File: src/rtl/ascon_controller_if.sv
// rtl/ascon_controller_if.sv - block handshake and datapath control bundle for ascon_controller
// Optional feature macro: ASCON_CTRL_ABORT_EN (adds i_abort)
interface ascon_controller_if #(
  parameter int BLK_W = 4
);
  logic             i_start;
  logic [BLK_W-1:0] i_ad_blocks;
  logic [BLK_W-1:0] i_pt_blocks;
  logic             i_block_valid;
`ifdef ASCON_CTRL_ABORT_EN
  logic             i_abort;
`endif
  logic             o_block_req;
  logic             o_block_is_pt;
  logic             o_sys_enable;
  logic             o_mux_select;
  logic             o_enable_xor_key_begin;
  logic             o_enable_xor_data_begin;
  logic             o_enable_xor_key_end;
  logic             o_enable_xor_lsb_end;
  logic             o_enable_state_reg;
  logic             o_enable_cipher_reg;
  logic             o_enable_tag_reg;
  logic [3:0]       o_round;
  logic             o_cipher_valid;
  logic             o_done;
  logic             o_busy;

  modport master (
    output i_start, i_ad_blocks, i_pt_blocks, i_block_valid,
`ifdef ASCON_CTRL_ABORT_EN
    output i_abort,
`endif
    input  o_block_req, o_block_is_pt, o_sys_enable, o_mux_select,
    input  o_enable_xor_key_begin, o_enable_xor_data_begin,
    input  o_enable_xor_key_end, o_enable_xor_lsb_end,
    input  o_enable_state_reg, o_enable_cipher_reg, o_enable_tag_reg,
    input  o_round, o_cipher_valid, o_done, o_busy
  );

  modport slave (
    input  i_start, i_ad_blocks, i_pt_blocks, i_block_valid,
`ifdef ASCON_CTRL_ABORT_EN
    input  i_abort,
`endif
    output o_block_req, o_block_is_pt, o_sys_enable, o_mux_select,
    output o_enable_xor_key_begin, o_enable_xor_data_begin,
    output o_enable_xor_key_end, o_enable_xor_lsb_end,
    output o_enable_state_reg, o_enable_cipher_reg, o_enable_tag_reg,
    output o_round, o_cipher_valid, o_done, o_busy
  );
endinterface

File: src/rtl/ascon_controller.sv
// rtl/ascon_controller.sv - ASCON-128 round/phase sequencer (init p12, AD p6, PT p6, final p12)
// Optional feature macro: ASCON_CTRL_ABORT_EN (i_abort soft-clears the datapath and returns to IDLE)
module ascon_controller #(
  parameter int BLK_W = 4
) (
  input logic               clock,
  input logic               reset,
  ascon_controller_if.slave bus
);

  typedef enum logic [2:0] {
    S_IDLE, S_INIT, S_AD_WAIT, S_AD_RND, S_PT_WAIT, S_PT_RND, S_FIN_RND, S_DONE
  } state_t;

  localparam logic [3:0]       R_FIRST_P6 = 4'd6;
  localparam logic [3:0]       R_LAST     = 4'd11;
  localparam logic [BLK_W-1:0] CNT_ONE    = {{(BLK_W-1){1'b0}}, 1'b1};

  state_t           state_q, state_d;
  logic [3:0]       rnd_q, rnd_d;
  logic [BLK_W-1:0] ad_cnt_q, ad_cnt_d;
  logic [BLK_W-1:0] pt_cnt_q, pt_cnt_d;
  logic             cv_q;
  logic             sys_en_q;
  logic             abort_hit;

  logic       req, is_pt, mux, xkb, xdb, xke, xle, sen, cen, ten, done;
  logic [3:0] round;

  // pt_cnt_q counts remaining PT blocks including the one being requested
  wire last_pt = (pt_cnt_q == CNT_ONE);
  wire ad_left = (ad_cnt_q != '0);

`ifdef ASCON_CTRL_ABORT_EN
  assign abort_hit = bus.i_abort && (state_q != S_IDLE);
`else
  assign abort_hit = 1'b0;
`endif

  // state, round index, block counters, cipher strobe and sys enable registers
  always_ff @(posedge clock or posedge reset) begin
    if (reset) begin
      state_q  <= S_IDLE;
      rnd_q    <= '0;
      ad_cnt_q <= '0;
      pt_cnt_q <= '0;
      cv_q     <= 1'b0;
      sys_en_q <= 1'b0;
    end else begin
      state_q  <= state_d;
      rnd_q    <= rnd_d;
      ad_cnt_q <= ad_cnt_d;
      pt_cnt_q <= pt_cnt_d;
      cv_q     <= cen;
      sys_en_q <= !abort_hit;
    end
  end

  // next-state and datapath controls; WAIT states are Mealy on i_block_valid
  always_comb begin
    state_d  = state_q;
    rnd_d    = rnd_q;
    ad_cnt_d = ad_cnt_q;
    pt_cnt_d = pt_cnt_q;
    req      = 1'b0;
    is_pt    = 1'b0;
    mux      = 1'b0;
    xkb      = 1'b0;
    xdb      = 1'b0;
    xke      = 1'b0;
    xle      = 1'b0;
    sen      = 1'b0;
    cen      = 1'b0;
    ten      = 1'b0;
    done     = 1'b0;
    round    = 4'd0;

    case (state_q)
      S_IDLE: begin
        if (bus.i_start) begin
          state_d  = S_INIT;
          rnd_d    = 4'd0;
          ad_cnt_d = bus.i_ad_blocks;
          pt_cnt_d = (bus.i_pt_blocks == '0) ? CNT_ONE : bus.i_pt_blocks;
        end
      end

      S_INIT: begin
        sen   = 1'b1;
        mux   = (rnd_q != 4'd0);
        round = rnd_q;
        if (rnd_q == R_LAST) begin
          xke     = 1'b1;
          xle     = !ad_left;
          rnd_d   = 4'd0;
          state_d = ad_left ? S_AD_WAIT : S_PT_WAIT;
        end else begin
          rnd_d = rnd_q + 4'd1;
        end
      end

      S_AD_WAIT: begin
        req   = 1'b1;
        mux   = 1'b1;
        xdb   = 1'b1;
        round = R_FIRST_P6;
        if (bus.i_block_valid) begin
          sen      = 1'b1;
          ad_cnt_d = ad_cnt_q - CNT_ONE;
          rnd_d    = R_FIRST_P6 + 4'd1;
          state_d  = S_AD_RND;
        end
      end

      S_AD_RND: begin
        sen   = 1'b1;
        mux   = 1'b1;
        round = rnd_q;
        if (rnd_q == R_LAST) begin
          // counter already decremented at handshake: zero here means last AD block
          xle     = !ad_left;
          rnd_d   = 4'd0;
          state_d = ad_left ? S_AD_WAIT : S_PT_WAIT;
        end else begin
          rnd_d = rnd_q + 4'd1;
        end
      end

      S_PT_WAIT: begin
        req   = 1'b1;
        is_pt = 1'b1;
        mux   = 1'b1;
        xdb   = 1'b1;
        round = last_pt ? 4'd0 : R_FIRST_P6;
        if (bus.i_block_valid) begin
          sen      = 1'b1;
          cen      = 1'b1;
          pt_cnt_d = pt_cnt_q - CNT_ONE;
          if (last_pt) begin
            xkb     = 1'b1;
            rnd_d   = 4'd1;
            state_d = S_FIN_RND;
          end else begin
            rnd_d   = R_FIRST_P6 + 4'd1;
            state_d = S_PT_RND;
          end
        end
      end

      S_PT_RND: begin
        sen   = 1'b1;
        mux   = 1'b1;
        round = rnd_q;
        if (rnd_q == R_LAST) begin
          rnd_d   = 4'd0;
          state_d = S_PT_WAIT;
        end else begin
          rnd_d = rnd_q + 4'd1;
        end
      end

      S_FIN_RND: begin
        sen   = 1'b1;
        mux   = 1'b1;
        round = rnd_q;
        if (rnd_q == R_LAST) begin
          xke     = 1'b1;
          ten     = 1'b1;
          rnd_d   = 4'd0;
          state_d = S_DONE;
        end else begin
          rnd_d = rnd_q + 4'd1;
        end
      end

      S_DONE: begin
        done    = 1'b1;
        state_d = S_IDLE;
      end

      default: state_d = S_IDLE;
    endcase

    // abort beats any handshake in the same cycle: nothing is written, no pulses follow
    if (abort_hit) begin
      state_d  = S_IDLE;
      rnd_d    = 4'd0;
      ad_cnt_d = '0;
      pt_cnt_d = '0;
      req      = 1'b0;
      is_pt    = 1'b0;
      mux      = 1'b0;
      xkb      = 1'b0;
      xdb      = 1'b0;
      xke      = 1'b0;
      xle      = 1'b0;
      sen      = 1'b0;
      cen      = 1'b0;
      ten      = 1'b0;
      done     = 1'b0;
      round    = 4'd0;
    end
  end

  assign bus.o_block_req             = req;
  assign bus.o_block_is_pt           = is_pt;
  assign bus.o_sys_enable            = sys_en_q;
  assign bus.o_mux_select            = mux;
  assign bus.o_enable_xor_key_begin  = xkb;
  assign bus.o_enable_xor_data_begin = xdb;
  assign bus.o_enable_xor_key_end    = xke;
  assign bus.o_enable_xor_lsb_end    = xle;
  assign bus.o_enable_state_reg      = sen;
  assign bus.o_enable_cipher_reg     = cen;
  assign bus.o_enable_tag_reg        = ten;
  assign bus.o_round                 = round;
  assign bus.o_cipher_valid          = cv_q;
  assign bus.o_done                  = done;
  assign bus.o_busy                  = (state_q != S_IDLE);

endmodule

File: src/flat_wrapper.sv
// flat-port wrapper written by rule: the top's interface ports become plain ports
module ascon_controller_flat 
#(
  parameter int BLK_W = 4
)
  (clock, reset, bus_i_start, bus_i_ad_blocks, bus_i_pt_blocks, bus_i_block_valid, bus_o_block_req, bus_o_block_is_pt, bus_o_sys_enable, bus_o_mux_select, bus_o_enable_xor_key_begin, bus_o_enable_xor_data_begin, bus_o_enable_xor_key_end, bus_o_enable_xor_lsb_end, bus_o_enable_state_reg, bus_o_enable_cipher_reg, bus_o_enable_tag_reg, bus_o_round, bus_o_cipher_valid, bus_o_done, bus_o_busy);
  ascon_controller_if #(.BLK_W(BLK_W)) bus_i ();
  input logic clock;
  input logic reset;
  input wire logic [$bits(bus_i.i_start)-1:0] bus_i_start;
  input wire logic [$bits(bus_i.i_ad_blocks)-1:0] bus_i_ad_blocks;
  input wire logic [$bits(bus_i.i_pt_blocks)-1:0] bus_i_pt_blocks;
  input wire logic [$bits(bus_i.i_block_valid)-1:0] bus_i_block_valid;
  output wire logic [$bits(bus_i.o_block_req)-1:0] bus_o_block_req;
  output wire logic [$bits(bus_i.o_block_is_pt)-1:0] bus_o_block_is_pt;
  output wire logic [$bits(bus_i.o_sys_enable)-1:0] bus_o_sys_enable;
  output wire logic [$bits(bus_i.o_mux_select)-1:0] bus_o_mux_select;
  output wire logic [$bits(bus_i.o_enable_xor_key_begin)-1:0] bus_o_enable_xor_key_begin;
  output wire logic [$bits(bus_i.o_enable_xor_data_begin)-1:0] bus_o_enable_xor_data_begin;
  output wire logic [$bits(bus_i.o_enable_xor_key_end)-1:0] bus_o_enable_xor_key_end;
  output wire logic [$bits(bus_i.o_enable_xor_lsb_end)-1:0] bus_o_enable_xor_lsb_end;
  output wire logic [$bits(bus_i.o_enable_state_reg)-1:0] bus_o_enable_state_reg;
  output wire logic [$bits(bus_i.o_enable_cipher_reg)-1:0] bus_o_enable_cipher_reg;
  output wire logic [$bits(bus_i.o_enable_tag_reg)-1:0] bus_o_enable_tag_reg;
  output wire logic [$bits(bus_i.o_round)-1:0] bus_o_round;
  output wire logic [$bits(bus_i.o_cipher_valid)-1:0] bus_o_cipher_valid;
  output wire logic [$bits(bus_i.o_done)-1:0] bus_o_done;
  output wire logic [$bits(bus_i.o_busy)-1:0] bus_o_busy;
  assign bus_i.i_start = bus_i_start;
  assign bus_i.i_ad_blocks = bus_i_ad_blocks;
  assign bus_i.i_pt_blocks = bus_i_pt_blocks;
  assign bus_i.i_block_valid = bus_i_block_valid;
  assign bus_o_block_req = bus_i.o_block_req;
  assign bus_o_block_is_pt = bus_i.o_block_is_pt;
  assign bus_o_sys_enable = bus_i.o_sys_enable;
  assign bus_o_mux_select = bus_i.o_mux_select;
  assign bus_o_enable_xor_key_begin = bus_i.o_enable_xor_key_begin;
  assign bus_o_enable_xor_data_begin = bus_i.o_enable_xor_data_begin;
  assign bus_o_enable_xor_key_end = bus_i.o_enable_xor_key_end;
  assign bus_o_enable_xor_lsb_end = bus_i.o_enable_xor_lsb_end;
  assign bus_o_enable_state_reg = bus_i.o_enable_state_reg;
  assign bus_o_enable_cipher_reg = bus_i.o_enable_cipher_reg;
  assign bus_o_enable_tag_reg = bus_i.o_enable_tag_reg;
  assign bus_o_round = bus_i.o_round;
  assign bus_o_cipher_valid = bus_i.o_cipher_valid;
  assign bus_o_done = bus_i.o_done;
  assign bus_o_busy = bus_i.o_busy;
  ascon_controller #(.BLK_W(BLK_W)) u_core (.clock(clock), .reset(reset), .bus(bus_i));
endmodule
File: config.mk
export PLATFORM = sky130hd
export DESIGN_NAME = ascon_controller_flat
export DESIGN_NICKNAME = d
export VERILOG_FILES = /design/src/rtl/ascon_controller_if.sv /design/src/rtl/ascon_controller.sv /design/src/flat_wrapper.sv
export SDC_FILE = /design/constraint.sdc
export NUM_CORES = 1
export LEC_CHECK = 0
export ABC_CLOCK_PERIOD_IN_PS = 1700
export BUFFER_PORTS_ARGS = -buffer_cell sky130_fd_sc_hd__buf_2
export CAP_MARGIN = 20
export CORE_MARGIN = 4
export CORE_UTILIZATION = 41
export CTS_CLUSTER_DIAMETER = 200
export DETAILED_ROUTE_END_ITERATION = 8
export GPL_TIMING_DRIVEN = 0
export MAX_ROUTING_LAYER = met4
export SYNTH_ARGS = -nofsm -noshare
export SYNTH_HDL_FRONTEND = slang
export SYNTH_SLANG_ARGS = --single-unit
File: constraint.sdc
create_clock -name clock -period 1.7 [get_ports clock]
set_input_delay 0.255 -clock clock [delete_from_list [all_inputs] [get_ports clock]]
set_output_delay 0.255 -clock clock [all_outputs]
set_load 0.02 [all_outputs]
==> impl_metrics.env, run 1 <==
export IMPL_status="finished with violations"
export IMPL_violations="setup timing"
export IMPL_cp_required_ns=1.44
export IMPL_synth_cell_type_count=44
export IMPL_routed_top_layer="met4"
export IMPL_start_kind="flop"
export IMPL_dieHeight_um=63.2
export IMPL_antenna_found_initial=0
export IMPL_criticalPathCategory="reg -> out"
export IMPL_critPathCaptureType="output port"
export IMPL_fp_dieW_um=63.2
export IMPL_design_portCount=30
export IMPL_synthTopCellsByCount="17 x dfrtp_1, 16 x nand2_1, 11 x nor2_1"
export IMPL_fp_coreArea_mm2=0.00283
export IMPL_vias=1273
export IMPL_path_max_fanout=6
export IMPL_synth_nets=160
export IMPL_rows=19
export IMPL_arrival_ns=1.66
export IMPL_antenna_left=0
export IMPL_slowest_stage="dfrtp_1"
export IMPL_drtIter0Drc=43
export IMPL_drive_gt1_frac=0.550
export IMPL_r2r_setup_slack_ns=0.09
export IMPL_grt_ovfl_total=0
export IMPL_cts_sinks=17
export IMPL_timing_rr_end="u_core.state_q[0]"
export IMPL_min_period_over_period=1.12
export IMPL_max_stage_delay_ns=0.39
export IMPL_synthXorXnorAreaFrac=0.0271
export IMPL_cts_inserted_buffers=3
export IMPL_synth_ff_type="dfrtp_1"
export IMPL_synth_seq_area_share=0.341
export IMPL_firstDrtPassIters=4
export IMPL_synthCells=143
export IMPL_cts_root_buf="clkbuf_4"
export IMPL_skew_ns=0.00732
export IMPL_clk_pin_slew_ns=0.12
export IMPL_fmax_ghz=0.523
export IMPL_route_layer_met1_wl_um=1500
export IMPL_power_leakage_nw=0.901
export IMPL_synthTopCellsByArea="dfrtp_1 34%, ha_1 5.0%, nand2_1 4.8%"
export IMPL_synth_cell_area_mm2=0.00125
export IMPL_synth_top_cell_area_share=0.341
export IMPL_place_congestion=0.868
export IMPL_wire_per_inst_um=15.2
export IMPL_postCtsHoldBufs=0
export IMPL_tightestPinTransition_ns=0.681
export IMPL_min_path_type="in -> async"
export IMPL_slew_headroom=0.545
export IMPL_crit_top_cell="buf_6"
export IMPL_ir_drop_v=0.00103
export IMPL_wl_met3_um=128
export IMPL_cp_cell_sequence="buf_6, or3b_4, buf_8, o21ai_4, a21o_1, buf_6"
export IMPL_wl_um=3530
export IMPL_synth_most_common_cell="dfrtp_1"
export IMPL_vias_per_cell=5.46
export IMPL_reg2reg_depth=7
export IMPL_muxShareOfSynthArea=0.0502
export IMPL_async_flop_share=1.00
export IMPL_yosys_area_share_simple=0.226
export IMPL_htree_levels=1
export IMPL_synth_edf_count=0
export IMPL_cap_viol_max_count=0
export IMPL_cts_path_max_buffers=2
export IMPL_drc=0
export IMPL_wl_met2_um=1830
export IMPL_avgSynthCellArea_um2=8.72
export IMPL_filler_cell_count=218
export IMPL_yosysTopAreaCell="dfrtp_1"
export IMPL_fin_ws_ns=-0.211
export IMPL_cts_tree="done"
export IMPL_dp_cells=203
export IMPL_dpl_hpwl_um=2210
export IMPL_register_area_um2=428
export IMPL_synth_compound_area_frac=0.214
export IMPL_grt_pass1_wl_um=5870
export IMPL_dieArea_mm2=0.00399
export IMPL_instances_no_fill=233
export IMPL_grt_setup_unrepaired="yes"
export IMPL_grt_max_degree=18
export IMPL_io_buffers=29
export IMPL_area_growth_pct=57.2
export IMPL_r2r_start="u_core.pt_cnt_q[1]"
export IMPL_start_util=0.441
export IMPL_clkLatencyLatePin_ns=0.31
export IMPL_hold_violations=0
export IMPL_synth_top_family_by_area="simple AND/OR/NAND/NOR gates"
export IMPL_yosys_area_share_adder=0.0582
export IMPL_maxSlewViolCount=0
export IMPL_placed_cell_area_mm2=0.00143
export IMPL_power_density_mw_per_mm2=1590
export IMPL_finalSetupViolCount=10
export IMPL_period_needed_ns=1.91
export IMPL_ys_warnings_count=0
export IMPL_synth_seq_cells=17
export IMPL_multi_input_comb_area_um2=923
export IMPL_fin_nets=220
export IMPL_grt_pass1_vias=1334
export IMPL_stdcell_area_mm2=0.00196
export IMPL_grtUsageTotal=0.187
export IMPL_num_antenna_cells=0
==> cell families after synthesis <==
group / after synthesis
buffers and inverters: 19
adders and majority gates: 6
and+or+nand+nor: 52
other: 1
muxes: 6
xor gates and xnor gates: 3
DFF: 17
AOI/OAI and AO/OA: 39
==> cells in the final DEF, fill, tap and decap left out, types with 3 or more instances in the layout <==
cell      count
inv_1         6
o21a_1        3
dfrtp_1      15
a22o_1        3
buf_4        30
inv_2         4
o21ai_1       6
nand2_1      13
a21oi_1       6
o211ai_1      3
buf_6        14
mux2i_1       3
o21ai_0       6
nor2_4        4
nor3_1        3
nor2_2        3
buf_2        17
nand3_1       4
clkbuf_4      3
nor2_1        5
==> sequential cells by signal, indices dropped and copies added, names as in the netlist <==
register                   cells
u_core.ad_cnt_q                4
u_core.pt_cnt_q                4
u_core.rnd_q                   4
u_core.state_q                 3
u_core.bus.o_cipher_valid      1
u_core.bus.o_sys_enable        1
==> final cells by class <==
type	count	area share
multi-input combinational	107	0.471
sequential	17	0.218
timing repair buffer	57	0.218
buffer	6	0.0364
inverter	11	0.0217
tap	31	0.0198
clock buffer	3	0.0115
clock inverter	1	0.00383
==> layer usage <==
| layer | vias up | track usage |
|---|---|---|
| met3 | 9 | 0.0284 |
| li1 | 617 | - |
| met2 | 31 | 0.333 |
| met4 | 0 | 0.0799 |
| met1 | 616 | 0.207 |
| met5 | - | - |
==> timing repair <==
| item | in CTS | in global routing |
|---|---|---|
| resized for setup | 48 | 34 |
| setup endpoints to repair | 14 | 20 |
| setup buffers | 19 | 10 |
| pin swaps | 9 | 12 |
| endpoints found under the hold margin | 0 | 0 |
==> worst max-delay path by stage <==
stage                        from                     endpoint
2_1_floorplan   u_core.state_q[2]  bus_o_enable_xor_data_begin
3_3_place_gp   u_core.pt_cnt_q[1]               bus_o_round[1]
3_5_place_dp   u_core.pt_cnt_q[1]               bus_o_round[1]
4_1_cts         u_core.state_q[2]               bus_o_round[1]
5_1_grt        u_core.pt_cnt_q[1]               bus_o_round[2]
6_report        u_core.state_q[2]               bus_o_round[1]
==> report_power, final <==
group          internal (W)  switching [W]
Combinational       0.00110        0.00101
Sequential         0.000576       0.000195
Clock             0.0000899       0.000151
==> critical path, delay by kind of cell, from the launching register on <==
family	cells	cell delay, ns
simple gates	1	0.38
flops	1	0.39
buf+inv	3	0.38
compound gates	2	0.20
==> through the flow <==
step	utilization	hold slack, ns	total power [W]	setup slack (ns)	setup TNS [ns]
after floorplan	-	0.181	0.00173	0.0545	0
final	0.693	0.0244	0.00312	-0.211	-1.21
after global placement	0.506	0.380	0.00201	-0.157	-0.407
after detailed placement	0.506	0.395	0.00205	-0.137	-0.318
after CTS	0.627	0.0459	0.00279	-0.265	-1.47
after global routing	0.693	0.0747	0.00336	-0.275	-2.05
No activity file was read; power rests on OpenSTA's default activity.
==> inputs of run 2 (changes only) <==
--- a/config.mk
+++ b/config.mk
@@ -14,6 +14,7 @@
 export DETAILED_ROUTE_END_ITERATION = 8
 export GPL_TIMING_DRIVEN = 0
 export MAX_ROUTING_LAYER = met4
+export SKIP_LAST_GASP = 1
 export SYNTH_ARGS = -nofsm -noshare
 export SYNTH_HDL_FRONTEND = slang
 export SYNTH_SLANG_ARGS = --single-unit
==> constraint.sdc (replaced) <==
create_clock -name clock -period 1.7 [get_ports clock]
set_input_delay 0.255 -clock clock [delete_from_list [all_inputs] [get_ports clock]]
set_output_delay 0.255 -clock clock [all_outputs]
set_load 0.01 [all_outputs]
==> run 2 against run 1 <==
  * The flow still finishes with violations (setup timing)
  * Critical path depth stayed put
  * Clock-buffer cell count did not move
  * Setup slack improved by 0.015 ns
  * Maximum frequency up 0.78%
  * Core utilization is 3.8 points lower
  * First-iteration DRC count is 47% higher
  * Register-to-register slack hardly changed
  * Combinational power shrank 11%
==> impl_metrics.env, run 2 (synthesis gave the netlist of run 1 again) <==
export IMPL_cp_cell_sequence="buf_6, or3b_4, buf_8, o21ai_4, a21o_1, buf_2"
export IMPL_postCtsHoldBufs=0
export IMPL_wl_met2_um=1850
export IMPL_fp_dieW_um=63.2
export IMPL_cts_path_max_buffers=2
export IMPL_power_leakage_nw=0.881
export IMPL_start_util=0.441
export IMPL_cts_root_buf="clkbuf_4"
export IMPL_start_kind="flop"
export IMPL_antenna_found_initial=0
export IMPL_cpLargestDelayFamily="flip-flops"
export IMPL_min_period_over_period=1.12
export IMPL_cts_sinks=17
export IMPL_maxSlewViolCount=0
export IMPL_wire_per_inst_um=14.9
export IMPL_reg_largest_list="u_core.ad_cnt_q x4, u_core.pt_cnt_q x4, u_core.rnd_q x4"
export IMPL_route_layer_met1_wl_um=1490
export IMPL_ir_drop_v=0.000947
export IMPL_area_growth_pct=48.4
export IMPL_drtIter0Drc=63
export IMPL_filler_cell_count=230
export IMPL_grt_pass1_vias=1308
export IMPL_dieArea_mm2=0.00399
export IMPL_path_max_fanout=7
export IMPL_violations="setup timing"
export IMPL_clk_pin_slew_ns=0.11
export IMPL_slowest_stage="dfrtp_1"
export IMPL_cts_inserted_buffers=3
export IMPL_grt_setup_unrepaired="yes"
export IMPL_finalSetupViolCount=10
export IMPL_rows=19
export IMPL_firstDrtPassIters=4
export IMPL_cap_viol_max_count=0
export IMPL_io_buffers=29
export IMPL_htree_levels=1
export IMPL_hold_violations=0
export IMPL_finalPower_w=0.00287
export IMPL_dieHeight_um=63.2
export IMPL_fin_nets=220
export IMPL_worst_path_buf_inv=3
export IMPL_min_path_type="in -> async"
export IMPL_grt_pass1_wl_um=5840
export IMPL_drc=0
export IMPL_criticalPathCategory="reg -> out"
export IMPL_layout_common_cells="28 x buf_2, 27 x buf_4, 15 x dfrtp_1"
export IMPL_skew_ns=0.00510
export IMPL_fp_coreArea_mm2=0.00283
export IMPL_cts_tree="done"
export IMPL_critPathCaptureType="output port"
export IMPL_power_density_mw_per_mm2=1550
export IMPL_cp_required_ns=1.44
export IMPL_grt_max_degree=18
export IMPL_mostFrequentLayoutCell="buf_2"
export IMPL_drive_gt1_frac=0.520
export IMPL_period_needed_ns=1.90
export IMPL_wl_met3_um=103
export IMPL_tns_ns=-1.06
export IMPL_fin_ws_ns=-0.196
export IMPL_wl_um=3470
export IMPL_grt_ovfl_total=0
export IMPL_place_congestion=0.868
export IMPL_design_portCount=30
export IMPL_vias=1262
export IMPL_antenna_left=0
export IMPL_clkLatencyLatePin_ns=0.30
export IMPL_arrival_ns=1.64
export IMPL_tightestPinTransition_ns=0.688
export IMPL_max_stage_delay_ns=0.39
export IMPL_routed_top_layer="met4"
export IMPL_dpl_hpwl_um=2210
export IMPL_grtUsageTotal=0.186
export IMPL_slew_headroom=0.541
export IMPL_status="finished with violations"
export IMPL_fmax_ghz=0.527
export IMPL_vias_per_cell=5.42
export IMPL_num_antenna_cells=0
[run 2: power breakdown]
part	switching (W)	internal [W]
clock	0.000143	0.0000896
combinational	0.000868	0.00101
sequential	0.000186	0.000577
total	0.00120	0.00168
[run 2: layer usage]
metal / track usage / vias to the layer above
met3: 0.0284 / 4
met2: 0.335 / 22
met4: 0.0689 / 0
met5: - / -
li1: - / 617
met1: 0.205 / 619
[run 2: worst register-to-register path: stages (launching register included)]
cell and delay, ns:
dfrtp_1 0.39, buf_6 0.13, buf_4 0.14, mux2i_4 0.20, nor3_4 0.30, o21ai_1 0.12
a22o_1 0.24
[run 2: final timing paths]
| check | startpoint | end | slack (ns) | cells past startpoint |
|---|---|---|---|---|
| max | u_core.state_q[2] | bus_o_round[1] | -0.20 | 6 |
| min in group clock | bus_i_ad_blocks[0] | u_core.ad_cnt_q[0] | 0.20 | 3 |
| max reg2reg | u_core.state_q[2] | u_core.pt_cnt_q[3] | 0.10 | 6 |
| min reg2reg | u_core.pt_cnt_q[1] | u_core.pt_cnt_q[1] | 0.54 | 1 |
| min | reset | u_core.bus.o_sys_enable | 0.04 | 2 |
| max in group asynchronous | reset | u_core.state_q[1] | 1.18 | 2 |
[run 2: what timing repair did]
item / CTS / global route
setup buffers: 19 / 9
endpoints found under the setup margin: 14 / 20
pin swaps: 9 / 12
gates resized for setup: 26 / 23
[run 2: through the flow]
stage / hold WS [ns] / instance area [µm²] / utilization / setup slack [ns] / cells
floorplan: 0.181 / 1250 / - / 0.162 / 143
global placement: 0.380 / 1430 / 0.506 / -0.138 / 203
detailed placement: 0.395 / 1430 / 0.506 / -0.117 / 203
CTS: 0.0459 / 1710 / 0.604 / -0.244 / 225
global route: 0.0797 / 1850 / 0.655 / -0.270 / 233
finish: 0.0385 / 1850 / 0.655 / -0.196 / 233
[run 2: cell type report]
type	count	area, µm²	area share
Clock buffer	3	22.5	0.0122
Buffer	6	71.3	0.0385
Multi-Input combinational cell	107	872	0.471
Sequential cell	17	428	0.231
Clock inverter	1	7.51	0.00405
Inverter	11	42.5	0.0230
Tap cell	31	38.8	0.0209
Timing Repair Buffer	57	369	0.199
==> inputs of run 3 (changes only) <==
--- a/config.mk
+++ b/config.mk
@@ -5,11 +5,12 @@
 export SDC_FILE = /design/constraint.sdc
 export NUM_CORES = 1
 export LEC_CHECK = 0
-export ABC_CLOCK_PERIOD_IN_PS = 1700
+export ABC_CLOCK_PERIOD_IN_PS = 2000
 export BUFFER_PORTS_ARGS = -buffer_cell sky130_fd_sc_hd__buf_2
 export CAP_MARGIN = 20
 export CORE_MARGIN = 4
 export CORE_UTILIZATION = 41
+export CTS_BUF_LIST = sky130_fd_sc_hd__clkbuf_8
 export CTS_CLUSTER_DIAMETER = 200
 export DETAILED_ROUTE_END_ITERATION = 8
 export GPL_TIMING_DRIVEN = 0
==> constraint.sdc (replaced) <==
create_clock -name clock -period 2 [get_ports clock]
set_input_delay 0.3 -clock clock [delete_from_list [all_inputs] [get_ports clock]]
set_output_delay 0.3 -clock clock [all_outputs]
set_load 0.01 [all_outputs]
==> run 3 against run 2 <==
  * The run now ends clean
  * Global-route usage down 2.6 points
  * First-iteration DRC count fell by 33%
  * Critical path depth is 1 lower
  * Critical path type unchanged
  * Highest routed layer unchanged
==> impl_metrics.env, run 3 (synthesis gave the netlist of run 1 again) <==
export IMPL_route_layer_met1_wl_um=1370
export IMPL_cp_required_ns=1.70
export IMPL_drive_gt1_frac=0.370
export IMPL_dpl_hpwl_um=2210
export IMPL_start_util=0.441
export IMPL_wl_met3_um=120
export IMPL_cts_tree="done"
export IMPL_hold_violations=0
export IMPL_wl_um=2970
export IMPL_timing_rr_end="u_core.pt_cnt_q[3]"
export IMPL_area_growth_pct=27.7
export IMPL_filler_cell_count=255
export IMPL_slew_headroom=0.555
export IMPL_postCtsHoldBufs=0
export IMPL_grt_max_degree=18
export IMPL_grt_pass1_vias=1150
export IMPL_grtUsageTotal=0.160
export IMPL_skew_ns=0.00120
export IMPL_fin_nets=202
export IMPL_routed_top_layer="met4"
export IMPL_status="finished, final reports clean"
export IMPL_cts_root_buf="clkbuf_8"
export IMPL_htree_levels=1
export IMPL_grt_setup_unrepaired="yes"
export IMPL_endpoint="bus_o_round[1]"
export IMPL_wl_met2_um=1410
export IMPL_reg2reg_depth=6
export IMPL_fp_coreArea_mm2=0.00283
export IMPL_io_buffers=29
export IMPL_hold_slack_ns=0.121
export IMPL_mostFrequentLayoutCell="buf_2"
export IMPL_antenna_found_initial=0
export IMPL_period_needed_ns=1.98
export IMPL_dp_cells=203
export IMPL_r2r_setup_slack_ns=0.28
export IMPL_vias=1153
export IMPL_fmax_ghz=0.506
export IMPL_critPathCaptureType="output port"
export IMPL_power_leakage_nw=0.762
export IMPL_arrival_ns=1.68
export IMPL_antenna_left=0
export IMPL_start_kind="flop"
export IMPL_fp_dieW_um=63.2
export IMPL_finalSetupViolCount=0
export IMPL_min_period_over_period=0.989
export IMPL_cts_sinks=17
export IMPL_criticalPathCategory="reg -> out"
export IMPL_grt_pass1_wl_um=5030
export IMPL_num_antenna_cells=0
export IMPL_placed_cell_area_mm2=0.00143
export IMPL_dieHeight_um=63.2
export IMPL_layout_common_cells="29 x buf_2, 16 x nand2_1, 15 x dfrtp_1"
export IMPL_tightestPinTransition_ns=0.667
export IMPL_maxSlewViolCount=0
export IMPL_vias_per_cell=5.36
export IMPL_drtIter0Drc=42
export IMPL_path_max_fanout=8
export IMPL_place_congestion=0.868
export IMPL_drc=0
export IMPL_design_portCount=30
export IMPL_min_path_type="in -> async"
export IMPL_instances_no_fill=215
export IMPL_reg_largest_list="u_core.ad_cnt_q x4, u_core.pt_cnt_q x4, u_core.rnd_q x4"
export IMPL_cts_path_max_buffers=2
export IMPL_stdcell_area_mm2=0.00159
export IMPL_power_density_mw_per_mm2=1310
export IMPL_grt_ovfl_total=0
export IMPL_setup_worst_path_start="u_core.state_q[0]"
export IMPL_rows=19
export IMPL_firstDrtPassIters=4
export IMPL_r2r_start="u_core.state_q[2]"
export IMPL_cts_inserted_buffers=3
export IMPL_clkLatencyLatePin_ns=0.26
export IMPL_ir_drop_v=0.000706
export IMPL_clk_pin_slew_ns=0.07
export IMPL_cap_viol_max_count=0
export IMPL_wire_per_inst_um=13.8
export IMPL_dieArea_mm2=0.00399
[run 3: cell types whose count changed in the layout (fill, tap and decap cells not counted), sizes merged]
cell / previous run / this run
buf: 63 / 44
clkbuf: 3 / 4
[run 3: cell type report]
cell class	instances	area (µm²)	area share
sequential	17	428	0.269
inverter	11	42.5	0.0267
clock buffer	3	41.3	0.0259
clock inverter	1	7.51	0.00471
timing repair buffer	37	205	0.129
multi-input combinational	107	754	0.474
tap	31	38.8	0.0244
buffer	8	75.1	0.0471
[run 3: routing by layer]
metal	track usage	vias to the layer above
li1	-	577
met4	0.0661	0
met2	0.269	23
met1	0.187	546
met5	-	-
met3	0.0284	7
[run 3: how the worst min path moves through the flow]
stage                from                 endpoint  cells past startpoint
global route        reset  u_core.bus.o_sys_enable                      2
CTS                 reset  u_core.bus.o_sys_enable                      2
detailed placement  reset  u_core.bus.o_sys_enable                      2
floorplan           reset       u_core.ad_cnt_q[0]                      1
global placement    reset  u_core.bus.o_sys_enable                      2
finish              reset  u_core.bus.o_sys_enable                      2
[run 3: what timing repair did]
action	CTS	global route
cloned	0	0
resized for setup	4	13
buffers inserted	0	8
pin swaps	0	2
endpoints found under the setup margin	4	8
[run 3: worst max-delay path: stages (launching register included)]
cell	delay [ns]
dfrtp_2	0.44
or3b_4	0.40
buf_6	0.15
o21ai_4	0.19
a21o_1	0.11
buf_2	0.12
[run 3: per-stage QoR]
step | worst slack (ns) | util | setup TNS [ns] | power [W]
final | 0.0220 | 0.563 | 0 | 0.00209
after global routing | -0.0299 | 0.563 | -0.0590 | 0.00227
after CTS | -0.00374 | 0.529 | -0.00374 | 0.00196
after detailed placement | 0.138 | 0.506 | 0 | 0.00167
after global placement | 0.117 | 0.506 | 0 | 0.00164
after floorplan | 0.417 | - | 0 | 0.00140
[run 3: power breakdown]
part           internal [W]  total, W  switching, W
registers          0.000491  0.000650      0.000159
clock network      0.000141  0.000280      0.000139
logic              0.000582   0.00116      0.000575
